===== src/rtl/r121_rca.sv =====
// Registered 2-bit ripple-carry adder: two cascaded full-adder cells feeding
// output registers that capture {Cout,S1,S0} and a one-cycle valid flag.

// One-bit full adder cell; outputs are purely combinational.
module r121_rca_fa (
    input  logic a,
    input  logic b,
    input  logic ci,
    output logic s_c,
    output logic co_c
);

    logic p_c;

    assign p_c  = a ^ b;
    assign s_c  = p_c ^ ci;
    assign co_c = (a & b) | (ci & p_c);

endmodule

module r121_rca (
    input  logic clk,
    input  logic rst,
    input  logic A0,
    input  logic A1,
    input  logic B0,
    input  logic B1,
    input  logic Cin,
    input  logic in_valid,
    output logic S0,
    output logic S1,
    output logic Cout,
    output logic out_valid
);

    logic s0n_c;
    logic s1n_c;
    logic c1_c;
    logic coutn_c;

    // Carry ripples from the bit-0 cell into the bit-1 cell.
    r121_rca_fa u_fa0 (
        .a    (A0),
        .b    (B0),
        .ci   (Cin),
        .s_c  (s0n_c),
        .co_c (c1_c)
    );

    r121_rca_fa u_fa1 (
        .a    (A1),
        .b    (B1),
        .ci   (c1_c),
        .s_c  (s1n_c),
        .co_c (coutn_c)
    );

    // Result holds when no valid input arrives; reset overrides a same-cycle operation.
    always_ff @(posedge clk) begin
        if (rst) begin
            S0        <= 1'b0;
            S1        <= 1'b0;
            Cout      <= 1'b0;
            out_valid <= 1'b0;
        end else begin
            out_valid <= in_valid;
            if (in_valid) begin
                S0   <= s0n_c;
                S1   <= s1n_c;
                Cout <= coutn_c;
            end
        end
    end

endmodule


===== config.mk =====
export PLATFORM = sky130hd
export DESIGN_NAME = r121_rca
export DESIGN_NICKNAME = d
export VERILOG_FILES = /design/src/rtl/r121_rca.sv
export SDC_FILE = /design/constraint.sdc
export NUM_CORES = 1
export LEC_CHECK = 0
export BUFFER_PORTS_ARGS = -buffer_cell sky130_fd_sc_hd__buf_2
export CORE_AREA = 3 3 40 42
export CTS_CLUSTER_DIAMETER = 100
export DETAILED_ROUTE_END_ITERATION = 6
export DIE_AREA = 0 0 43 45
export PLACE_DENSITY = 0.41
export SETUP_SLACK_MARGIN = 0.5
export SLEW_MARGIN = 20
export SYNTH_ARGS = -nofsm -noshare
export SYNTH_HDL_FRONTEND = slang
export SYNTH_HIERARCHICAL = 1
export SYNTH_SLANG_ARGS = --single-unit

===== constraint.sdc =====
create_clock -name clk -period 1.37 [get_ports clk]
set_input_delay 0.3425 -clock clk [delete_from_list [all_inputs] [get_ports clk]]
set_output_delay 0.3425 -clock clk [all_outputs]
set_load 0.005 [all_outputs]

==> flow_metrics.tcl, run 1 <==
set metrics [dict create \
    clk_latency_ps 230 \
    rrSetupSlack_ps 780 \
    drv_cap 0 \
    yosysWarnings 6 \
    required_ps 1540 \
    drcViolationCount 0 \
    hold_buffers 0 \
    r2r_end "S0" \
    firstDrtPassIters 2 \
    drt_wl_total_um 378 \
    worstRegToRegCells 2 \
    critPathArrivalTime_ps 1480 \
    fin_util_pct 22.10 \
    hp-class "primary input to flop" \
    period_share_pct 95.44 \
    power_density_nw_per_um2 1168 \
    worstMarginPinSlew_ps 123.2 \
    r2r_start "S0" \
    whs_ps 309.2 \
    vias 145 \
    gp_congestion 0.6315 \
    cts_root_buf "clkbuf_4" \
    synth_cell_types 5 \
    io_pins 12 \
    wl_per_cell_um 9.000 \
    setup_violations 0 \
    fmax_ghz 0.7648 \
    min_from "rst" \
    clock_skew_ps 0 \
    chipWidth_um 43 \
    startpoint_type "primary input" \
    synth_seq_cells 4 \
    setup.worst_path.class "primary input to flop" \
    synth_top_cells_by_area "dfxtp_1, fa_1, mux2i_1" \
    grt_pass1_wl_um 621 \
    grt_pass1_vias 153 \
    status "finished, final reports clean" \
    htree_num_levels 1 \
    total_power_w 0.0003317 \
    clk_path_buf_depth 2 \
    drt_iter0_drc 1 \
    syn_avg_cell_area_um2 12.90 \
    ant_nets 0 \
    path_clk_slew_ps 40 \
    rows 13 \
    vias_per_cell 3.452 \
    drive_above_1_share_pct 66.67 \
    track_usage_pct 5.017 \
    overflow 0 \
    antenna_found_initial 0 \
    seq_area_frac_synth_pct 47.76 \
    hold_end "S0" \
    period_needed_ps 1308 \
    setup_tns_ps 0 \
    syn2layout_area_growth_pct 69.40 \
    rsz0062_at_grt "yes" \
    synthesis.area_um2 167.7 \
    finalHoldViolations 0 \
    leakagePower_nw 0.1366 \
    grt_max_degree 5 \
    clock_sinks 4 \
    min_path_cells 2 \
    fin_nets 39 \
    slew_viol_final 0 \
    synth_cells 13 \
    start_util_pct 13.05 \
    synth_nets 23 \
    io_buffers 11 \
    synth_area_leader_cell "dfxtp_1" \
    peakVddDrop_mv 0.6304 \
    coreArea_um2 1285 \
    antenna_cells 0 \
    relSlewSlack_pct 91.55 \
    cts_inserted_buffers 3 \
    cp_max_fo 1 \
    crit_path_end_kind "flop" \
    cts_tree "built" \
    cts_setup_buffers 0 \
    synth_top_area_share_pct 47.76 \
    dieHeight_um 45 \
    die-area_um2 1935 \
]
[metrics by stage]
step | setup slack (ps) | area [µm²] | cells
CTS | 48.55 | 277.8 | 42
global placement | -195.2 | 246.5 | 39
detailed placement | -202.6 | 246.5 | 39
finish | 62.49 | 284.0 | 42
global route | 15.96 | 284.0 | 42
floorplan | -41.14 | 172.7 | 13
[how the worst max path moves through the flow]
stage / from / endpoint / depth (start not counted)
6_report: A0 / S1 / 5
5_1_grt: A0 / S1 / 5
3_3_place_gp: A0 / S1 / 5
3_5_place_dp: A0 / S1 / 5
4_1_cts: A0 / S1 / 5
2_1_floorplan: A0 / S1 / 4
[area by class of cell]
cell class,count,area (µm²)
Multi-Input combinational cell,9,92.59
Clock buffer,3,22.52
Fill cell,142,1001
Timing Repair Buffer,11,67.56
Tap cell,15,18.77
Sequential cell,4,82.58
[cell usage after synthesis (all sizes together)]
| cell type | count |
|---|---|
| nor2 | 3 |
| fa | 2 |
| nor2b | 1 |
| mux2i | 3 |
| dfxtp | 4 |
[report_power, final]
part           internal (W)  total [W]  leakage, nW  switching [W]
clock network     0.0000979   0.000146       0.0138      0.0000479
registers          0.000128   0.000132       0.0338     0.00000463
logic             0.0000317  0.0000535       0.0889      0.0000218
[repair_timing]
| item | in CTS | in global routing |
|---|---|---|
| pin swaps | 1 | 1 |
| resized for setup | 3 | 1 |
| setup endpoints to repair | 7 | 7 |
[worst max-delay path, cell delays in order]
cell     delay (ps)
buf_6            90
fa_2            370
fa_2            520
mux2i_1          60
nor2_1           80
[kinds of logic (layout without fill, tap and decap cells)]
| kind of cell | count (synthesis) | count (layout) | share of synthesized area [%] |
|---|---|---|---|
| AND/OR/NAND/NOR | 4 | 4 | 10.45 |
| multiplexers | 3 | 3 | 17.91 |
| flip-flops | 4 | 4 | 47.76 |
| buffers and inverters | 0 | 14 | 0 |
| adder cells (fa/ha/maj) | 2 | 2 | 23.88 |
[layer usage]
layer / GRT usage, % / share of wire, % / vias to the layer above
li1: - / - / 70
met1: 4.878 / 50 / 64
met2: 5.988 / 35 / 11
met3: 7.968 / 15 / 0
met4: 0 / 0 / 0
met5: 0 / 0 / -
[layout by cell type, fill, tap and decap left out]
| master | synthesis | final |
|---|---|---|
| fa_2 | 0 | 2 |
| clkbuf_4 | 0 | 3 |
| dfxtp_2 | 0 | 2 |
| dfxtp_1 | 4 | 2 |
| nor2b_1 | 1 | 1 |
| mux2i_1 | 3 | 3 |
| buf_2 | 0 | 9 |
| nor2_1 | 3 | 3 |
| buf_6 | 0 | 2 |
[sequential cells by signal, indices dropped and copies added (netlist names)]
| name | count |
|---|---|
| S1 | 1 |
| Cout | 1 |
| out_valid | 1 |
| S0 | 1 |
(Power assumes the default switching activity.)
==> run 2, diff against run 1 <==
==> config.mk (replaced) <==
export PLATFORM = sky130hd
export DESIGN_NAME = r121_rca
export DESIGN_NICKNAME = d
export VERILOG_FILES = /design/src/rtl/r121_rca.sv
export SDC_FILE = /design/constraint.sdc
export NUM_CORES = 1
export LEC_CHECK = 0
export BUFFER_PORTS_ARGS = -buffer_cell sky130_fd_sc_hd__buf_2
export CORE_AREA = 2 2 39 41
export CTS_CLUSTER_DIAMETER = 100
export DETAILED_ROUTE_END_ITERATION = 6
export DIE_AREA = 0 0 41 43
export PLACE_DENSITY = 0.42
export SETUP_SLACK_MARGIN = 0.5
export SLEW_MARGIN = 20
export SYNTH_ARGS = -nofsm -noshare
export SYNTH_HDL_FRONTEND = slang
export SYNTH_SLANG_ARGS = --single-unit
==> run 2 against run 1 <==
Compared with the run above:
- fmax increased by 0.28%
- flip-flop and latch count did not move
- clock power barely moved
- core utilization is 1.2 points higher
- combinational power up 25%
- die area is 8.9% lower
- area after synthesis up 6.7%
- highest routed layer unchanged
==> flow_metrics.tcl, run 2 <==
set metrics [dict create \
    status "finished, final reports clean" \
    antenna_cells 0 \
    finalHoldViolations 0 \
    cp_max_fo 1 \
    cp-startpoint "A0" \
    startpoint_type "primary input" \
    synth.most_common_cell "inv_1" \
    drive_above_1_share_pct 78.13 \
    stdcell_count 48 \
    io_pins 12 \
    cts_inserted_buffers 3 \
    grt_pass1_wl_um 517 \
    setup.worst_path.end "S1" \
    relSlewSlack_pct 90.66 \
    synth_top_area_share_pct 44.76 \
    drcViolationCount 0 \
    synthTopCellsByCount "inv_1, dfxtp_1, a211oi_1, nor2_1, fa_1" \
    power_frac_clock_pct 42.2 \
    critPathArrivalTime_ps 1420 \
    vias_per_cell 3.271 \
    n_fill_cell 160 \
    synthFlopType "dfxtp_1" \
    drv_cap 0 \
    p_seq_share_pct 38.4 \
    crit_path_end_kind "flop" \
    switching_power_w 0.00008254 \
    peakVddDrop_mv 0.1780 \
    rrSetupSlack_ps 750 \
    drt_wl_total_um 393 \
    setup.worst_path.class "primary input to flop" \
    cellInternalPower_w 0.0002618 \
    io_buffers 11 \
    synth_seq_cells 4 \
    fin_nets 44 \
    critical_path.top_delay_family "adder cells" \
    synth_area_leader_cell "dfxtp_1" \
    r2r_end "S0" \
    htree_num_levels 1 \
    required_ps 1490 \
    start_util_pct 12.93 \
    syn_avg_cell_area_um2 9.940 \
    grt_max_degree 8 \
    layout_commonest_cell "buf_2" \
    period_needed_ps 1304 \
    grt_pass1_vias 143 \
    worstMarginPinSlew_ps 139.8 \
    slowest_delay_ps 540 \
    die-area_um2 1763 \
    power_density_nw_per_um2 1067 \
    synth_cell_types 6 \
    gp_congestion 0.5119 \
    cp_cell_sequence "buf_6 > inv_2 > fa_2 > fa_2 > a211oi_2" \
    r2r_start "S0" \
    overflow 0 \
    worst_slack_ps 66.10 \
    coreArea_um2 1384 \
    vias 157 \
    path_clk_slew_ps 40 \
    chipWidth_um 41 \
    wl_per_cell_um 8.188 \
    rows 14 \
    clk_latency_ps 230 \
    fmax_ghz 0.7669 \
    cp.depth 5 \
    slew_viol_final 0 \
    clock_sinks 4 \
    hold_buffers 0 \
    hp-class "primary input to flop" \
    rsz0062_at_grt "yes" \
    swShare_pct 23.97 \
    cts_tree "built" \
    setup_violations 0 \
    setup_tns_ps 0 \
    track_usage_pct 4.930 \
    place_ws_ps -255.3 \
    synth_edf_count 0 \
    fin_util_pct 23.33 \
    synth_nets 28 \
    cts_setup_buffers 0 \
    firstDrtPassIters 1 \
    dieHeight_um 43 \
    whs_ps 336.1 \
    cpMaxStageDelayCell "fa_2" \
    async_flop_share_pct 0 \
    cpMostUsedCell "fa_2" \
    clock_skew_ps 0 \
    worstRegToRegCells 2 \
    ant_nets 0 \
    period_share_pct 95.17 \
    clk_path_buf_depth 2 \
    yosysWarnings 0 \
    synth_cells 18 \
    drt_iter0_drc 0 \
    post-place-cells 45 \
    combPwrFrac_pct 19.4 \
    seq_area_frac_synth_pct 44.76 \
    cts_root_buf "clkbuf_4" \
    synthesis.area_um2 178.9 \
    leakagePower_nw 0.1512 \
    synth_top_cells_by_area "dfxtp_1, fa_1, a211oi_1" \
    crit_buf_inv 2 \
    final_cell_mix "buf_2, dfxtp_2, nor2_1, a211oi_2, clkbuf_4" \
    syn2layout_area_growth_pct 80.42 \
    antenna_found_initial 0 \
]
[run 2: cell families (layout without fill, tap and decap cells)]
logic type | Yosys count | count (layout) | share of synthesized area (%)
flip-flops | 4 | 4 | 44.76
AND/OR/NAND/NOR | 4 | 4 | 9.792
adder cells (fa/ha/maj) | 2 | 2 | 22.38
AO/OA/AOI/OAI | 3 | 3 | 12.59
buffers and inverters | 5 | 19 | 10.49
[run 2: through the flow]
step	area (µm²)	power, W
after floorplan	201.4	0.0001618
after global placement	276.5	0.0001907
after detailed placement	276.5	0.0001911
after CTS	315.3	0.0003545
after global routing	322.8	0.0003718
final	322.8	0.0003444
[run 2: routing by layer]
| layer | wire (µm) | GRT usage [%] |
|---|---|---|
| met5 | 0 | 0 |
| met4 | 0 | 8.000 |
| met3 | 61 | 1.571 |
| met2 | 139 | 4.375 |
| met1 | 192 | 6.472 |
[run 2: final cells by class]
class	count	area, µm²	area share [%]
inverter	5	26.28	8.140
clock buffer	3	22.52	6.977
tap	16	20.02	6.202
timing repair buffer	11	70.07	21.71
multi-input combinational	9	100.1	31.01
sequential	4	83.83	25.97
[run 2: timing repair]
item | CTS | global route
gates resized for setup | 6 | 2
setup endpoints to repair | 7 | 7
pin swaps | 3 | 1
[run 2: power groups by stage]
stage / sequential, W / combinational [W] / clock, W
floorplan: 0.000133 / 0.0000285 / 0
global placement: 0.000132 / 0.0000589 / 0
detailed placement: 0.000132 / 0.0000590 / 0
CTS: 0.000131 / 0.0000657 / 0.000158
global route: 0.000133 / 0.0000735 / 0.000166
finish: 0.000132 / 0.0000668 / 0.000145
[run 2: worst register-to-register path: stages, from the launching register on]
cell and delay (ps):
dfxtp_2 320, nor2_1 40, a211oi_2 170
[run 2: worst min-delay path by stage]
stage,from,end,slack (ps),cells past startpoint
floorplan,rst,S0,410,1
global placement,S1,S1,480,2
detailed placement,S1,S1,480,2
CTS,rst,S0,330,2
global route,rst,S0,330,2
finish,rst,S0,340,2
